File: config.mk
export PLATFORM = sky130hd
export DESIGN_NAME = mem_stage
export DESIGN_NICKNAME = d
export VERILOG_FILES = /design/src/rtl/mem_stage.sv
export SDC_FILE = /design/constraint.sdc
export NUM_CORES = 1
export LEC_CHECK = 0
export CAP_MARGIN = 40
export CORE_MARGIN = 10
export CORE_UTILIZATION = 45
export DETAILED_ROUTE_END_ITERATION = 16
export PLACE_DENSITY = 0.92
export SLEW_MARGIN = 10
export SYNTH_ARGS = -nofsm -noshare
export SYNTH_HDL_FRONTEND = slang
export SYNTH_SLANG_ARGS = --single-unit
File: constraint.sdc
create_clock -name clk -period 12.8 [get_ports clk]
set_input_delay 3.2 -clock clk [delete_from_list [all_inputs] [get_ports clk]]
set_output_delay 3.2 -clock clk [all_outputs]
set_load 0.02 [all_outputs]
File: src/rtl/mem_stage.sv
// Memory stage of a 5-stage pipeline: EX/MEM and MEM/WB registers plus a
// data-bus handshake with wait-state stalling and a sticky timeout error.
module mem_stage #(
  parameter int D_WIDTH = 32,
  parameter int TIMEOUT = 16
) (
  input  logic               clk,
  input  logic               rst,
  input  logic               i_RegWriteE,
  input  logic               i_MemtoRegE,
  input  logic               i_MemWriteE,
  input  logic [D_WIDTH-1:0] i_ALUResultE,
  input  logic [D_WIDTH-1:0] i_WriteDataE,
  input  logic [3:0]         i_WA3E,
  input  logic               i_DAck,
  input  logic [D_WIDTH-1:0] i_DRData,
  output logic               o_DReq,
  output logic               o_DWe,
  output logic [D_WIDTH-1:0] o_DAddr,
  output logic [D_WIDTH-1:0] o_DWData,
  output logic               o_StallM,
  output logic               o_RegWriteM,
  output logic [3:0]         o_WA3M,
  output logic [D_WIDTH-1:0] o_ALUResultM,
  output logic               o_RegWriteW,
  output logic               o_MemtoRegW,
  output logic [D_WIDTH-1:0] o_ALUResultW,
  output logic [D_WIDTH-1:0] o_ReadDataW,
  output logic [3:0]         o_WA3W,
  output logic               o_BusErr
);

  typedef enum logic [1:0] {IDLE, BUSY, ERR} state_t;

  state_t             state;
  logic [7:0]         cnt;
  logic               bus_err;

  logic               reg_write_m, mem_to_reg_m, mem_write_m;
  logic [D_WIDTH-1:0] alu_result_m, write_data_m;
  logic [3:0]         wa3_m;

  logic               reg_write_w, mem_to_reg_w;
  logic [D_WIDTH-1:0] alu_result_w, read_data_w;
  logic [3:0]         wa3_w;

  logic mem_op, dreq, stall;

  assign mem_op = mem_write_m | mem_to_reg_m;
  assign dreq   = mem_op && (state != ERR);
  assign stall  = dreq && !i_DAck;

  // EX/MEM register: frozen while the bus access is waiting
  always_ff @(posedge clk or posedge rst) begin
    if (rst) begin
      reg_write_m  <= 1'b0;
      mem_to_reg_m <= 1'b0;
      mem_write_m  <= 1'b0;
      alu_result_m <= '0;
      write_data_m <= '0;
      wa3_m        <= '0;
    end else if (!stall) begin
      reg_write_m  <= i_RegWriteE;
      mem_to_reg_m <= i_MemtoRegE;
      mem_write_m  <= i_MemWriteE;
      alu_result_m <= i_ALUResultE;
      write_data_m <= i_WriteDataE;
      wa3_m        <= i_WA3E;
    end
  end

  // cnt holds the number of unacknowledged request cycles already spent
  always_ff @(posedge clk or posedge rst) begin
    if (rst) begin
      state   <= IDLE;
      cnt     <= '0;
      bus_err <= 1'b0;
    end else begin
      case (state)
        IDLE: begin
          if (dreq && !i_DAck) begin
            state <= BUSY;
            cnt   <= 8'd1;
          end
        end
        BUSY: begin
          if (i_DAck) begin
            state <= IDLE;
            cnt   <= '0;
          end else if (cnt == 8'(TIMEOUT - 1)) begin
            state   <= ERR;
            cnt     <= '0;
            bus_err <= 1'b1;
          end else begin
            cnt <= cnt + 8'd1;
          end
        end
        ERR:     state <= IDLE;
        default: state <= IDLE;
      endcase
    end
  end

  // MEM/WB register: bubble while stalled, a timed-out op retires without writing
  always_ff @(posedge clk or posedge rst) begin
    if (rst) begin
      reg_write_w  <= 1'b0;
      mem_to_reg_w <= 1'b0;
      alu_result_w <= '0;
      wa3_w        <= '0;
    end else if (stall) begin
      reg_write_w  <= 1'b0;
      mem_to_reg_w <= 1'b0;
    end else begin
      reg_write_w  <= reg_write_m && (state != ERR);
      mem_to_reg_w <= mem_to_reg_m;
      alu_result_w <= alu_result_m;
      wa3_w        <= wa3_m;
    end
  end

  always_ff @(posedge clk or posedge rst) begin
    if (rst) begin
      read_data_w <= '0;
    end else if (dreq && !mem_write_m && i_DAck) begin
      read_data_w <= i_DRData;
    end
  end

  assign o_DReq       = dreq;
  assign o_DWe        = dreq && mem_write_m;
  assign o_DAddr      = alu_result_m;
  assign o_DWData     = write_data_m;
  assign o_StallM     = stall;
  assign o_RegWriteM  = reg_write_m;
  assign o_WA3M       = wa3_m;
  assign o_ALUResultM = alu_result_m;
  assign o_RegWriteW  = reg_write_w;
  assign o_MemtoRegW  = mem_to_reg_w;
  assign o_ALUResultW = alu_result_w;
  assign o_ReadDataW  = read_data_w;
  assign o_WA3W       = wa3_w;
  assign o_BusErr     = bus_err;

endmodule
Word level (Yosys, flattened, before mapping)
Index checks and enable logic that the tools add are counted.

operators by class
  add/sub/neg operators = 1
  multiplexer cells = 10
  reductions and logical operators = 13
  eq/ne operators = 5
  bitwise gates (word level) = 2

operators by type and width
  cell                                                                    number
  8-bit two-way mux                                                       3
  8-bit one-hot mux with 2 select lines                                   1
  8-bit by 1-bit adder with 8-bit output (second input constant)          1
  8-bit by 4-bit equality test with 1-bit output (second input constant)  1
  1-bit logical AND                                                       6
  2-bit two-way mux                                                       3
  2-bit inequality test (second input constant)                           2
  2-bit one-hot mux with 2 select lines                                   1
  2-bit AND reduction                                                     2
  3-bit inequality test (second input constant)                           1
  3-bit AND reduction                                                     1
  2-bit by 1-bit equality test with 1-bit output (second input constant)  1
  1-bit logical NOT                                                       2
  2-bit logical NOT                                                       1
  1-bit two-way mux                                                       2
  2-bit nonzero test                                                      1
  1-bit inverter                                                          1
  1-bit bitwise OR                                                        1

storage, ports and cells
  logic and storage cells = 45
  register bits after elaboration = 152
  output and inout port bits = 175
  bits of input ports = 106

Depth between registers and ports, before layout
Gate-level depths: netlist of run 1.

  word-level depth = 5
  mapped depth = 5
  mapped depth without buffers = 5

Worst setup path after synthesis of run 1
Ideal clock, no wire load.

  path type = input port to output port
  from = in i_DAck
  to = out o_StallM
  cell stages on the path = 4
  buffers on the path = 3
  data required time = 9.600 ns
  setup slack = 5.619 ns
  arrival = 3.981 ns
  cells stage by stage = buf_6 -> nor3_4 -> buf_4 -> buf_4

on the way
  longest elaborated chain between the ends = 2

RTL lines
  element             RTL line  text
  start: declaration  15        input logic i_DAck,
  1-bit logical NOT   51        assign stall = dreq && !i_DAck;
  1-bit logical AND   51
  end: declaration    21        output logic o_StallM,

No other way between the ends.

Worst setup path in the final report of run 1
Ends and elaborated chain as after synthesis.

==> key figures, run 1 <==
Status
  – Status: finished clean

Timing
  – Period Utilization, post-route: around two thirds
  – Worst Hold Margin: 0.489 ns
  – Clock period minus worst slack: 8.53 ns
  – Final hold viol count: 0
  – Measured slew at the worst slew-check pin: 0.842 ns
  – F_max: 117 MHz
  – Final Slew Violations: 0
  – Setup Total Neg Slack: 0 ns
  – Final setup fails: 0
  – Worst slew margin: a little over two fifths
  – RSZ-0062 raised after global routing: false
  – Worst Skew: 0.00584 ns

Hold path
  – Hold Path Class: reg2reg

Floorplan
  – Core Rows: 42
  – Die width: roughly 140 µm
  – Initial Utilization: between 40% and 50%
  – Io pins: between 200 and 300
  – Total Die Area: around 18,000 µm²
  – Core area: 13,200 µm²
  – Die Y: ~140 µm

Route
  – Vias: about 4,200
  – Post-Route WL: 17,500 µm
  – DRC errors left: 0
  – Number of DRC markers in iteration 0: 180
  – Mean routed wirelength per cell: roughly 21 µm
  – First-pass detailed-route iteration total: 4
  – Post-DRT Antenna Nets: 0
  – DR vias/cell: around 5

Critical path
  – Critical path's largest stage delay: 0.75 ns
  – Arrival time of the worst setup path: ~5.3 ns
  – Crit-path cells: clkdlybuf4s50_1 -> nor3_4 -> buf_4 -> clkdlybuf4s50_1
  – Crit path max fanout: 43
  – Crit path capture type: primary output
  – Critical path launch point type: primary input
  – CP Data Required Time: 9.60 ns
  – Slowest stage cell, crit path: clkdlybuf4s50_1
  – Worst setup path class: in2out
  – Most frequent CP cell: clkdlybuf4s50_1

Global routing
  – Pin count of the biggest net entering global routing: 74
  – Total GRT Usage: approximately 18%
  – Global-route wire length before repair: 26,100 µm
  – Vias in the first global route: around 4,600
  – Remaining Overflow, GRT: 0
  – Antenna violations before repair: 0

Final layout
  – Commonest non-fill, non-tap cells in the layout: clkdlybuf4s50_1 (280), dfrtp_1 (152), mux2_2 (135)
  – Fin util: a little under three quarters
  – # diodes: 0
  – Final cell count without fillers: approximately 840
  – Area growth, synth to finish: 55.4%
  – Fill cells: around 840
  – Final nets: 761
  – Design area: around 9400 µm²
  – Fraction of layout cells with a size suffix above 1: a little over a quarter
  – Commonest non-fill, non-tap cell in the layout: clkdlybuf4s50_1

Clock network
  – CTS Sinks: 152
  – Hold_buf cts: 0
  – Resize count post-CTS: 0
  – Root buf cell: clkbuf_16
  – Clock latency on the worst-skew pair: 0.42 ns
  – CTS HTree Levels: 4
  – Post-CTS setup buffer count: 0
  – Clock buffer count from CTS: 17
  – CTS tree: yes
  – Clk pin slew, worst setup/hold paths: 0.06 ns
  – Clk buf depth: 2

Pwr
  – Leakage: around 3.8 nW
  – Pwr Density: between 150 and 200 nW/µm²
  – VDD IR-drop max: between 90 and 100 µV

Synthesis
  – Synth unique cells: 36
  – Synthesized area per cell: about 15 µm²
  – Mapped Area: between 6000 and 7000 µm²
  – Flops & latches, synth: 152
  – EDFF count, synth: 0
  – Syn nets: roughly 500
  – FFs w/ async S/R, synth: 100%
  – YS warnings: 0
  – Dominant synthesized flop cell: dfrtp_1
  – Synthesized netlist cell count: just under 400
  – Sequential share of the synthesized area: a little over three fifths

Run
  – Max-Cap Viols: 0

Placement
  – Dpl hpwl: ~13,000 µm
  – # placed instances: a little over 800
  – GP Congestion: between 0.8 and 0.9
  – Port Buffers: 280
  – DP Area: between 8000 and 9000 µm²
[synth_stat cells, drive strengths merged, types with 3 or more instances]
cell	number	area, µm²
nor3	3	31.3
nor2	10	37.5
o21ai	4	20.0
a21oi	4	20.0
inv	3	11.3
dfrtp	152	3800
nor2b	3	26.3
mux2	137	1540
nand2	5	18.8
a22o	3	26.3
nand3	3	15.0
buf	47	329
[sequential cells by signal, summed over array words and instances (netlist names)]
register,cells
cnt,8
mem_to_reg_m,1
mem_write_m,1
o_ALUResultM,32
o_ALUResultW,32
o_BusErr,1
o_DWData,32
o_MemtoRegW,1
o_ReadDataW,32
o_RegWriteM,1
o_RegWriteW,1
o_WA3M,4
o_WA3W,4
state,2
[metrics by stage]
| stage | setup slack, ns | power, mW |
|---|---|---|
| 2_1_floorplan | 5.51 | 0.872 |
| 3_3_place_gp | 4.32 | 1.11 |
| 3_5_place_dp | 4.25 | 1.13 |
| 4_1_cts | 4.26 | 1.62 |
| 5_1_grt | 4.19 | 1.67 |
| 6_report | 4.27 | 1.60 |
[final cells by class]
class,instances,area [µm²],area share [%]
Timing Repair Buffer,285,2860,30.4
Clock inverter,8,86.3,0.918
Clock buffer,24,502,5.34
Multi-Input combinational cell,195,1910,20.4
Inverter,3,16.3,0.173
Sequential cell,152,3800,40.5
Tap cell,176,220,2.34
[worst max-delay path: cells and delay by family]
family / cells / cell delay, ns
and+or+nand+nor: 1 / 0.26
buffers and inverters: 3 / 1.85
[cell families after synthesis]
family | Yosys count | synth area share (%)
flops | 152 | 62.8
mux | 137 | 25.5
buf+inv | 50 | 5.62
simple gates | 35 | 3.33
compound gates | 20 | 2.21
xor+xnor | 2 | 0.289
fa+ha+maj | 1 | 0.207
[path summary, 6_finish.rpt]
| path | start | to | slack (ns) | cells after the start |
|---|---|---|---|---|
| min | o_BusErr | o_BusErr | 0.49 | 1 |
| min reg2reg | o_BusErr | o_BusErr | 0.49 | 1 |
| max in group asynchronous | rst | o_ReadDataW[16] | 8.47 | 4 |
| min in group asynchronous | rst | o_ReadDataW[6] | 3.25 | 2 |
| max reg2reg | state[1] | o_DWData[24] | 10.11 | 5 |
| max | i_DAck | o_StallM | 4.27 | 4 |
[power breakdown]
part	internal, mW	switching, mW
logic	0.260	0.232
clock network	0.295	0.191
registers	0.565	0.0574
total	1.12	0.481
[layer usage]
metal  vias up  GRT usage (%)  routed length (µm)
li1       1876              -                   -
met1      2062           18.4                6360
met2       197           32.9                9060
met3        24           8.04                1770
met4         0           7.69                 331
met5         -              0                   0
Note: power is estimated with default switching activity, not from simulation.
==> inputs of run 2 (changes only) <==
--- a/config.mk
+++ b/config.mk
@@ -7,9 +7,9 @@
 export LEC_CHECK = 0
 export CAP_MARGIN = 40
 export CORE_MARGIN = 10
-export CORE_UTILIZATION = 45
+export CORE_UTILIZATION = 41
 export DETAILED_ROUTE_END_ITERATION = 16
-export PLACE_DENSITY = 0.92
+export PLACE_DENSITY = 0.86
 export SLEW_MARGIN = 10
 export SYNTH_ARGS = -nofsm -noshare
 export SYNTH_HDL_FRONTEND = slang
==> constraint.sdc (replaced) <==
create_clock -name clk -period 7.9 [get_ports clk]
set_input_delay 1.975 -clock clk [delete_from_list [all_inputs] [get_ports clk]]
set_output_delay 1.975 -clock clk [all_outputs]
set_load 0.02 [all_outputs]
==> key figures, run 2 (synthesis gave the netlist of run 1 again) <==
Route
  – Mean routed wirelength per cell: around 20 µm
  – Number of DRC markers in iteration 0: about 210
  – Vias: about 4,100
  – Post-DRT Antenna Nets: 0
  – DR vias/cell: around 5
  – DRC errors left: 0
  – Post-Route WL: between 15,000 and 20,000 µm
  – First-pass detailed-route iteration total: 4

Placement
  – # placed instances: approximately 820
  – Port Buffers: 280
  – GP Congestion: around 0.84
  – Dpl hpwl: 13,100 µm
  – Setup WS pre-CTS: about 2.3 ns

Final layout
  – Final cell count without fillers: 849
  – Fin util: around 65%
  – Commonest non-fill, non-tap cell in the layout: clkdlybuf4s50_1
  – # diodes: 0
  – Commonest non-fill, non-tap cells in the layout: clkdlybuf4s50_1 (280), dfrtp_1 (152), mux2_2 (135)
  – Fraction of layout cells with a size suffix above 1: a little over a quarter
  – Area growth, synth to finish: 56.3%
  – Final nets: between 700 and 800

Clock network
  – Root buf cell: clkbuf_16
  – CTS HTree Levels: 4
  – Post-CTS setup buffer count: 0
  – Clk buf depth: 2
  – Clk pin slew, worst setup/hold paths: around 0.05 ns
  – Clock latency on the worst-skew pair: approximately 0.42 ns
  – CTS tree: yes
  – Resize count post-CTS: 0
  – Hold_buf cts: 0
  – CTS Sinks: 152
  – Clock buffer count from CTS: 17

Floorplan
  – Die width: about 140 µm
  – Die Y: around 140 µm
  – Core area: approximately 14,000 µm²
  – Total Die Area: about 20,000 µm²
  – Initial Utilization: a little over two fifths
  – Io pins: ~280
  – Core Rows: 44

Timing
  – Worst Skew: a little under 0.008 ns
  – Worst slew margin: between 50% and 60%
  – RSZ-0062 raised after global routing: false
  – Clock period minus worst slack: approximately 5.6 ns
  – Setup Total Neg Slack: 0 ns
  – Final setup fails: 0
  – F_max: about 180 MHz
  – Worst Hold Margin: ~0.47 ns
  – Final Slew Violations: 0
  – Period Utilization, post-route: 70.3%
  – Setup ws final: between 2 and 2.5 ns
  – Final hold viol count: 0
  – Measured slew at the worst slew-check pin: approximately 0.73 ns

Hold path
  – Hold Path Depth: 1
  – Hold Path Class: reg2reg

Run
  – Max-Cap Viols: 0

Global routing
  – Remaining Overflow, GRT: 0
  – Vias in the first global route: between 4,000 and 5,000
  – Pin count of the biggest net entering global routing: 83
  – Total GRT Usage: approximately 17%
  – Global-route wire length before repair: 26,700 µm
  – Antenna violations before repair: 0

Critical path
  – R2R depth: 5
  – Critical path launch point type: primary input
  – Arrival time of the worst setup path: ~3.6 ns
  – Crit path capture type: primary output
  – Crit path max fanout: 10
  – Worst setup path class: in2out
  – CP Data Required Time: between 5 and 6 ns

Pwr
  – Pwr Density: ~280 nW/µm²
  – VDD IR-drop max: around 150 µV
  – Leakage: just under 4 nW

Status
  – Status: finished clean
run 2: changes by cell type in the layout (fill, tap and decap cells not counted), sizes merged:
| cell | before | now |
|---|---|---|
| bufinv | 1 | 5 |
| clkbuf | 24 | 21 |
| clkinv | 1 | 3 |
| clkinvlp | 4 | 1 |
| inv | 5 | 3 |
run 2: area by class of cell:
type | count | area [µm²]
sequential | 152 | 3800
tap | 184 | 230
clock inverter | 9 | 173
inverter | 3 | 16.3
clock buffer | 21 | 460
timing repair buffer | 285 | 2860
fill | 1028 | 5020
multi-input combinational | 195 | 1910
run 2: worst max-delay path, cell delays in order:
cell and delay, ns:
clkdlybuf4s50_1 0.61, nor3_4 0.33, clkdlybuf4s50_1 0.66
run 2: per-layer routing:
| metal | routed length [µm] | track usage [%] | part of all wire (%) | up-vias |
|---|---|---|---|---|
| met5 | 0 | 0 | 0 | - |
| met4 | 265 | 6.13 | 1.5 | 0 |
| met3 | 1780 | 7.94 | 10 | 19 |
| met2 | 8580 | 28.9 | 50 | 210 |
| met1 | 6510 | 18.1 | 38 | 2021 |
| li1 | - | - | - | 1875 |
run 2: path summary, 6_finish.rpt:
path	end	slack [ns]	from
max reg2reg	o_ALUResultM[0]	5.18	state[1]
min	o_BusErr	0.47	o_BusErr
max in group asynchronous	o_ALUResultM[0]	4.73	rst
min reg2reg	o_BusErr	0.47	o_BusErr
max	o_StallM	2.35	i_DAck
min in group asynchronous	o_DWData[23]	2.05	rst
run 2: stage by stage:
step           instance area [µm²]  power, mW
2_1_floorplan                 6050       1.41
4_1_cts                       9460       2.71
5_1_grt                       9460       2.79
3_3_place_gp                  8800       1.80
6_report                      9460       2.67
3_5_place_dp                  8820       1.83
run 2: power by group:
part	switching, mW	internal, mW	leakage (nW)	total (mW)
clock network	0.300	0.572	0.309	0.872
logic	0.373	0.421	1.77	0.794
registers	0.0914	0.916	1.80	1.01
total	0.764	1.91	3.88	2.67
==> inputs of run 3 (changes only) <==
--- a/config.mk
+++ b/config.mk
@@ -7,9 +7,9 @@
 export LEC_CHECK = 0
 export CAP_MARGIN = 40
 export CORE_MARGIN = 10
-export CORE_UTILIZATION = 41
+export CORE_UTILIZATION = 37
 export DETAILED_ROUTE_END_ITERATION = 16
-export PLACE_DENSITY = 0.86
+export PLACE_DENSITY = 0.82
 export SLEW_MARGIN = 10
 export SYNTH_ARGS = -nofsm -noshare
 export SYNTH_HDL_FRONTEND = slang
==> constraint.sdc (replaced) <==
create_clock -name clk -period 5.1 [get_ports clk]
set_input_delay 1.275 -clock clk [delete_from_list [all_inputs] [get_ports clk]]
set_output_delay 1.275 -clock clk [all_outputs]
set_load 0.02 [all_outputs]
==> key figures, run 3 (synthesis gave the netlist of run 1 again) <==
Hold path
  – Hold Path Class: reg2reg

Route
  – DR vias/cell: roughly 4.7
  – Post-DRT Antenna Nets: 0
  – Vias: approximately 4,200
  – First-pass detailed-route iteration total: 4
  – Post-Route WL: between 15,000 and 20,000 µm
  – Mean routed wirelength per cell: 19.7 µm
  – DRC errors left: 0
  – Number of DRC markers in iteration 0: 133

Floorplan
  – Total Die Area: between 20,000 and 25,000 µm²
  – Initial Utilization: between 30% and 40%
  – Io pins: approximately 280
  – Core area: ~16,000 µm²
  – Die width: around 150 µm
  – Die Y: 148 µm
  – Core Rows: between 40 and 50

Timing
  – Final Slew Violations: 0
  – Worst Skew: around 0.0049 ns
  – Setup Total Neg Slack: 0 ns
  – Worst Hold Margin: between 0.4 and 0.5 ns
  – F_max: roughly 240 MHz
  – Final hold viol count: 0
  – RSZ-0062 raised after global routing: false
  – Final setup fails: 0
  – Measured slew at the worst slew-check pin: 0.847 ns
  – Period Utilization, post-route: between 80% and 90%
  – Clock period minus worst slack: between 4 and 5 ns
  – Worst slew margin: ~44%

Status
  – Status: finished clean

Critical path
  – Crit path capture type: primary output
  – CP Data Required Time: 3.83 ns
  – Critical path launch point type: primary input
  – Crit path max fanout: 10
  – Arrival time of the worst setup path: roughly 2.9 ns
  – Worst setup path class: in2out

Global routing
  – Pin count of the biggest net entering global routing: 84
  – Vias in the first global route: ~4,800
  – Global-route wire length before repair: roughly 27,000 µm
  – Antenna violations before repair: 0
  – Total GRT Usage: 15.7%
  – Remaining Overflow, GRT: 0

Clock network
  – Clock buffer count from CTS: 17
  – Resize count post-CTS: 0
  – Clk buf depth: 2
  – Clk pin slew, worst setup/hold paths: approximately 0.06 ns
  – CTS HTree Levels: 4
  – Clock latency on the worst-skew pair: slightly above 0.4 ns
  – CTS tree: yes
  – Post-CTS setup buffer count: 0
  – CTS Sinks: about 150
  – Hold_buf cts: 0
  – Root buf cell: clkbuf_16

Final layout
  – Fraction of layout cells with a size suffix above 1: about a quarter
  – # diodes: 0
  – Commonest non-fill, non-tap cell in the layout: clkdlybuf4s50_1
  – Fill cells: ~1,300
  – Final cell count without fillers: 883
  – Final nets: 761
  – Commonest non-fill, non-tap cells in the layout: clkdlybuf4s50_1 (280), dfrtp_1 (152), mux2_2 (135)
  – Area growth, synth to finish: 57.4%

Pwr
  – Pwr Density: ~440 nW/µm²
  – VDD IR-drop max: 308 µV
  – Leakage: between 3 and 4 nW

Placement
  – Port Buffers: 280
  – GP Congestion: approximately 0.77
  – # placed instances: 851
  – Dpl hpwl: around 13,000 µm

Run
  – Max-Cap Viols: 0
run 3: cell types whose count changed in the layout (fill, tap and decap cells not counted):
cell	delta
clkinv_2	-3
clkinvlp_4	+3
clkbuf_1	-2
clkinv_4	+2
inv_6	+2
buf_12	+1
buf_16	-1
run 3: final cells by class:
type / count / area [µm²] / area share, %
well taps: 216 / 270 / 2.84
flip-flops and latches: 152 / 3800 / 39.9
multi-input cells: 195 / 1910 / 20.1
clock buffers: 19 / 453 / 4.76
clock inverters: 13 / 216 / 2.27
repair buffers: 285 / 2850 / 29.9
inverters: 3 / 15.0 / 0.158
run 3: power breakdown:
group / total, mW / internal (mW) / switching, mW / leakage (nW)
Clock: 1.41 / 0.901 / 0.504 / 0.317
Combinational: 1.23 / 0.652 / 0.579 / 1.77
Sequential: 1.56 / 1.42 / 0.138 / 1.80
run 3: critical path, stage by stage:
cell and delay (ns):
clkdlybuf4s50_1 0.64, nor3_4 0.30, clkdlybuf4s50_1 0.65
run 3: final timing paths:
path / from / to / slack [ns] / depth (start not counted)
setup / recovery: i_DAck / o_StallM / 0.96 / 3
hold / removal: o_BusErr / o_BusErr / 0.49 / 1
setup reg to reg: state[1] / o_DWData[23] / 2.42 / 5
hold reg to reg: o_BusErr / o_BusErr / 0.49 / 1
max in group asynchronous: rst / state[0] / 2.93 / 3
min in group asynchronous: rst / o_ReadDataW[6] / 1.17 / 2
run 3: per-layer routing:
layer	routed length (µm)	vias to the layer above	share of wire (%)	global-route usage [%]
li1	-	1889	-	-
met1	6310	2037	36	16.2
met2	8910	203	51	27.4
met3	1820	24	10	7.17
met4	317	0	1.8	6.00
met5	0	-	0	0
run 3: stage by stage:
stage               power, mW  worst slack [ns]  cell area (µm²)  util, %
detailed placement       2.83             0.950             8860     55.5
finish                   4.19             0.956             9530     59.7
global route             4.39             0.872             9530     59.7
CTS                      4.26             0.949             9530     59.7
global placement         2.78             0.967             8860     55.5
floorplan                2.19              1.77             6060        -
